## config.mk

```make
export PLATFORM = sky130hd
export DESIGN_NAME = cprv_mp_regfile
export DESIGN_NICKNAME = d
export VERILOG_FILES = /design/src/rtl/cprv_regfile_pkg.sv /design/src/rtl/cprv_regfile_scoreboard.sv /design/src/rtl/cprv_mp_regfile.sv
export SDC_FILE = /design/constraint.sdc
export NUM_CORES = 2
export LEC_CHECK = 0
export CELL_PAD_IN_SITES_DETAIL_PLACEMENT = 1
export CELL_PAD_IN_SITES_GLOBAL_PLACEMENT = 1
export CORE_ASPECT_RATIO = 1.1
export CORE_MARGIN = 3
export CORE_UTILIZATION = 25
export DETAILED_ROUTE_END_ITERATION = 8
export DONT_BUFFER_PORTS = 1
export PLACE_DENSITY = 0.4
export SYNTH_ARGS = -nofsm -noshare
export SYNTH_HDL_FRONTEND = slang
export SYNTH_HIERARCHICAL = 1
export SYNTH_SLANG_ARGS = --single-unit
```

## constraint.sdc

```tcl
create_clock -name clk -period 17.55 [get_ports clk]
set_input_delay 1.755 -clock clk [delete_from_list [all_inputs] [get_ports clk]]
set_output_delay 1.755 -clock clk [all_outputs]
set_load 0.03 [all_outputs]
```

## src/rtl/cprv_regfile_pkg.sv

```systemverilog
// Shared types and constants for the multi-port register file.
package cprv_regfile_pkg;

  typedef enum logic {RF_INIT, RF_RUN} rf_state_e;

  localparam int ZERO_REG = 0;

endpackage

```

## src/rtl/cprv_regfile_scoreboard.sv

```systemverilog
// Per-register busy scoreboard: issue sets, writeback clears, one lookup per read port.
module cprv_regfile_scoreboard
  import cprv_regfile_pkg::*;
#(
  parameter int ADDR_WIDTH   = 5,
  parameter int MEM_DEPTH    = 2**ADDR_WIDTH,
  parameter int NUM_RD_PORTS = 2
) (
  input  logic                                     clk,
  input  logic                                     rst,
  input  logic                                     iss_set,
  input  logic [ADDR_WIDTH-1:0]                    iss_addr,
  input  logic                                     wr_clr,
  input  logic [ADDR_WIDTH-1:0]                    wr_addr,
  input  logic [NUM_RD_PORTS-1:0][ADDR_WIDTH-1:0]  rs_addr,
  output logic [NUM_RD_PORTS-1:0]                  rs_busy
);

  localparam logic [ADDR_WIDTH:0] DEPTH_C = (ADDR_WIDTH+1)'(MEM_DEPTH);

  logic [MEM_DEPTH-1:0] busy;

  // Issue has priority over writeback so a new producer keeps the register busy.
  for (genvar j = 0; j < MEM_DEPTH; j++) begin : g_reg
    always_ff @(posedge clk or posedge rst) begin
      if (rst)                                          busy[j] <= 1'b0;
      else if (iss_set && iss_addr == ADDR_WIDTH'(j))   busy[j] <= 1'b1;
      else if (wr_clr && wr_addr == ADDR_WIDTH'(j))     busy[j] <= 1'b0;
    end
  end

  for (genvar i = 0; i < NUM_RD_PORTS; i++) begin : g_lkp
    assign rs_busy[i] = ({1'b0, rs_addr[i]} < DEPTH_C) ? busy[rs_addr[i]] : 1'b0;
  end

endmodule

```

## src/rtl/cprv_mp_regfile.sv

```systemverilog
// Multi-port register file with busy scoreboard and power-on scrub.
// Define CPRV_REGFILE_BYPASS_EN to forward same-cycle writeback data to the read ports.
module cprv_mp_regfile
  import cprv_regfile_pkg::*;
#(
  parameter int DATA_WIDTH   = 64,
  parameter int ADDR_WIDTH   = 5,
  parameter int MEM_DEPTH    = 2**ADDR_WIDTH,
  parameter int NUM_RD_PORTS = 2
) (
  input  logic                                     clk,
  input  logic                                     rst,
  output logic                                     init_done,
  input  logic [NUM_RD_PORTS-1:0][ADDR_WIDTH-1:0]  rs_addr,
  output logic [NUM_RD_PORTS-1:0][DATA_WIDTH-1:0]  rs_data,
  output logic [NUM_RD_PORTS-1:0]                  rs_busy,
  input  logic                                     wr_en,
  input  logic [ADDR_WIDTH-1:0]                    wr_addr,
  input  logic [DATA_WIDTH-1:0]                    wr_data,
  input  logic                                     iss_en,
  input  logic [ADDR_WIDTH-1:0]                    iss_addr
);

  localparam logic [ADDR_WIDTH:0]   DEPTH_C = (ADDR_WIDTH+1)'(MEM_DEPTH);
  localparam logic [ADDR_WIDTH-1:0] LAST_C  = ADDR_WIDTH'(MEM_DEPTH-1);
  localparam logic [ADDR_WIDTH-1:0] ZERO_C  = ADDR_WIDTH'(ZERO_REG);

  rf_state_e              state, state_nxt;
  logic [ADDR_WIDTH-1:0]  idx;
  logic                   run;
  logic                   wr_ok, iss_ok;
  logic [NUM_RD_PORTS-1:0] sb_busy;
  logic [DATA_WIDTH-1:0]  mem [MEM_DEPTH];

  // FSM: state register
  always_ff @(posedge clk or posedge rst) begin
    if (rst) state <= RF_INIT;
    else     state <= state_nxt;
  end

  // FSM: next state
  always_comb begin
    state_nxt = state;
    case (state)
      RF_INIT: if (idx == LAST_C) state_nxt = RF_RUN;
      RF_RUN:  state_nxt = RF_RUN;
      default: state_nxt = RF_INIT;
    endcase
  end

  // FSM: outputs
  always_comb begin
    run       = (state == RF_RUN);
    init_done = run;
  end

  always_ff @(posedge clk or posedge rst) begin
    if (rst)                  idx <= '0;
    else if (state == RF_INIT) idx <= idx + 1'b1;
  end

  // x0 and out-of-range destinations never reach storage or the scoreboard.
  assign wr_ok  = run && wr_en  && wr_addr  != ZERO_C && ({1'b0, wr_addr}  < DEPTH_C);
  assign iss_ok = run && iss_en && iss_addr != ZERO_C && ({1'b0, iss_addr} < DEPTH_C);

  // Storage has no reset; the INIT sweep zeroes it instead.
  always_ff @(posedge clk) begin
    if (!run)       mem[idx]     <= '0;
    else if (wr_ok) mem[wr_addr] <= wr_data;
  end

  cprv_regfile_scoreboard #(
    .ADDR_WIDTH   (ADDR_WIDTH),
    .MEM_DEPTH    (MEM_DEPTH),
    .NUM_RD_PORTS (NUM_RD_PORTS)
  ) u_sb (
    .clk      (clk),
    .rst      (rst),
    .iss_set  (iss_ok),
    .iss_addr (iss_addr),
    .wr_clr   (wr_ok),
    .wr_addr  (wr_addr),
    .rs_addr  (rs_addr),
    .rs_busy  (sb_busy)
  );

  for (genvar i = 0; i < NUM_RD_PORTS; i++) begin : g_rd
    logic rd_ok;
    assign rd_ok = run && rs_addr[i] != ZERO_C && ({1'b0, rs_addr[i]} < DEPTH_C);
`ifdef CPRV_REGFILE_BYPASS_EN
    logic rd_hit;
    assign rd_hit     = wr_ok && wr_addr == rs_addr[i];
    assign rs_data[i] = !rd_ok ? '0 : (rd_hit ? wr_data : mem[rs_addr[i]]);
    assign rs_busy[i] = rd_ok && !rd_hit && sb_busy[i];
`else
    assign rs_data[i] = rd_ok ? mem[rs_addr[i]] : '0;
    assign rs_busy[i] = rd_ok && sb_busy[i];
`endif
  end

endmodule
```

==> impl_results.md <==
- Syn Nets: 4916
- Comb pwr share: 0.071
- Global route overflow: 0
- Die Ht: about 660 um
- Vias in the first global route: roughly 58000
- Max Clock Freq: between 100 and 150 MHz
- Endpoints failing setup: 0
- DR DRC count: 0
- Level count of the clock H-tree: 4
- Cts hold-fix bufs: 0
- Clock latency on the worst-skew pair: roughly 0.93 ns
- Setup Crit Path Kind: input pin to output port
- Synth top area cells: edfxtp_1 (64%), mux4_2 (21%), mux2i_1 (5.5%)
- YS warnings: 6
- Critical Path AT: about 6.6 ns
- Initial Util: 0.252
- Worst Setup SP: rs_addr[0]
- Worst slew pin tran: between 1.5 and 2 ns
- Resized cells post-CTS: 0
- Initial antenna violation count: 43
- Final Hold Fails: 0
- Iteration-0 DRC Markers: approximately 4400
- Most used DFF post-synth: edfxtp_1
- Sinks on Clock Net: 2086
- Post-Syn Area: between 90000 and 100000 um^2
- Hold Crit Class: flop to flop
- Fraction of layout cells with a size suffix above 1: 0.291
- Sequential Power Share: 0.485
- Reg clk slew, reported paths: about 0.05 ns
- Area grow syn2layout: 14.3%
- Ys async rst share: 0.0182
- Worst ir drop on vdd: 0.0754 mV
- Vias after detailed routing: between 50000 and 60000
- CTS tree: built
- CP endpoint kind: output port
- Drt pass-1 iters: 5
- Met2 usage: 0.334
- Cells after Synth: 4826
- First-pass GRT wire length: between 500 and 600 mm
- Switch Pwr: approximately 2700 uW
- Pint: approximately 8700 uW
- Relative slew slack: -0.304
- # Post-CTS Setup Buffers: 0
- Fin. max-slew vios: between 300 and 400
- Post-DRT Antenna Nets: 0
- Drt wl/cell: roughly 37 um
- M3 GR Usage: 0.0253
- Non-Filler Instances: just over 10000
- Max_cap viols: 0
- Clock root buffer: clkbuf_16
- Clock Path Buffers: 4
- Final period utilization: 0.476
- Die span in x: 599 um
- Fin Setup TNS: 0 ns
- Clock Skew: ~0.037 ns
- IO Count: roughly 220
- Commonest non-fill, non-tap cells in the layout: edfxtp_1 (2048), mux4_2 (896), mux2i_1 (532)
- Critical Path End: rs_data[29]
- Total Routing Usage GR: 0.186
- Num CTS Buffers: between 200 and 250
- RSZ-0062 raised after global routing: no
- Leakage: ~0.037 uW
- Worst-path maximum fanout: roughly 150
- Syn avg cell area: 20.0 um^2
- CP required: 15.79 ns
- Core box area: approximately 380000 um^2
- Met1 usage: 0.236
- Clock group share of total power: 0.444
- Largest net degree at the start of global routing: 530
- Critical R2R Capture: mem[13][55]
- Fill cell count: roughly 39000
- GPL Wtd Cong: around 0.72
- Synth top area share: 0.636
- I/O Buffers: 0
- Distinct cell type count after synthesis: between 50 and 60
- Outcome: finished with violations
- FP Rows: ~240
- GRT Max-Usage Layer: met2
- Leading area contributor after synthesis: edfxtp_1
- Sw frac: 0.235
- Final WL: 373 mm
- Hold Slack: about 0.54 ns
- Register area share after synthesis: 0.646
- EDFF count, synth: roughly 2000
- Worst Reg-to-Reg Cells: 6
- FF-to-FF setup slack: around 13 ns
- HPWL Detailed: 183 mm
- Commonest non-fill, non-tap cell in the layout: edfxtp_1
- Vias per std cell: roughly 5.3
- Cell Pwr Density: around 100 nW/um^2
- Critical Path Start Type: input pin
- RR Startpoint: init_done
- Placed Instances: 9620
- Failing checks: max-slew violations
- Die area: roughly 390000 um^2
- Post-route minimum period: 8.35 ns
- #FFs+latches synth: around 2100
- # nets final: around 5000
-- layout make-up --
type / instances / area [um^2] / area share
inverter: 11 / 48.8 / 0.000442
clock inverter: 148 / 1320 / 0.0120
timing repair buffer: 146 / 1420 / 0.0129
clock buffer: 298 / 6370 / 0.0577
sequential: 2086 / 62400 / 0.565
tap: 5040 / 6310 / 0.0571
antenna: 17 / 42.5 / 0.000385
multi-input combinational: 2337 / 32500 / 0.295
-- sequential cells by signal, indices dropped and copies added, names as in the netlist --
name and count:
init_done 1, u_sb/busy 32, idx 5, mem 2048
-- Yosys cell counts (all sizes together), types with 2 or more instances --
cell,instances
edfxtp,2048
mux4,896
mux2i,532
buf,196
clkbuf,196
o221ai,185
a22o,83
a211oi,80
and2,68
o21ai,65
o22a,64
a22oi,52
a21oi,46
a211o,45
dfrtp,38
nor2,38
and3,29
nand2,28
nor3,16
mux2,14
nand3,12
inv,11
nor2b,11
nand2b,10
a221oi,6
a31oi,6
a32oi,6
nand3b,6
nand4b,5
or2,4
nand4,3
nor3b,3
or3,3
or3b,3
xnor2,3
a311o,2
and2b,2
ha,2
-- worst min-delay path by stage --
stage,slack [ns],depth (start not counted),start,end
6_report,0.54,2,u_sb/busy[29],u_sb/busy[29]
2_1_floorplan,0.49,2,u_sb/busy[16],u_sb/busy[16]
3_5_place_dp,0.53,2,u_sb/busy[29],u_sb/busy[29]
5_1_grt,0.58,2,u_sb/busy[10],u_sb/busy[10]
4_1_cts,0.54,2,u_sb/busy[29],u_sb/busy[29]
3_3_place_gp,0.52,2,u_sb/busy[27],u_sb/busy[27]
-- power groups by stage --
stage	Combinational (uW)	Clock [uW]	Sequential [uW]
after CTS	820	5200	5510
after floorplan	583	0	5610
after global placement	815	0	5610
final	802	5040	5510
after global routing	851	5370	5510
after detailed placement	819	0	5620
-- critical path, cell delays in order --
cell and delay, ns:
buf_16 0.74, buf_16 0.87, buf_16 0.82, mux4_2 0.62, a22o_1 0.26, a211oi_1 0.60
a211oi_2 0.24
-- metrics by stage --
stage | power [uW] | worst slack, ns | utilization | cell area [um^2]
after floorplan | 6200 | 10.0 | - | 96700
after global placement | 6430 | 9.14 | 0.268 | 103000
after detailed placement | 6430 | 9.17 | 0.268 | 103000
after CTS | 11500 | 9.18 | 0.288 | 110000
after global routing | 11700 | 9.06 | 0.288 | 110000
final | 11400 | 9.20 | 0.288 | 111000
-- per-layer routing --
metal / part of all wire / vias up
met3: 0.041 / 456
met2: 0.52 / 1234
li1: - / 21200
met5: 0.00019 / -
met4: 0.025 / 10
met1: 0.42 / 30000
-- logic make-up after synthesis --
family / count (synthesis) / share of synthesized area
buf+inv: 403 / 0.0215
xor+xnor: 3 / 0.000272
flops: 2086 / 0.646
simple gates: 244 / 0.0142
compound gates: 646 / 0.0523
fa+ha+maj: 2 / 0.000259
mux: 1442 / 0.265
No activity file was read; power rests on OpenSTA's default activity.
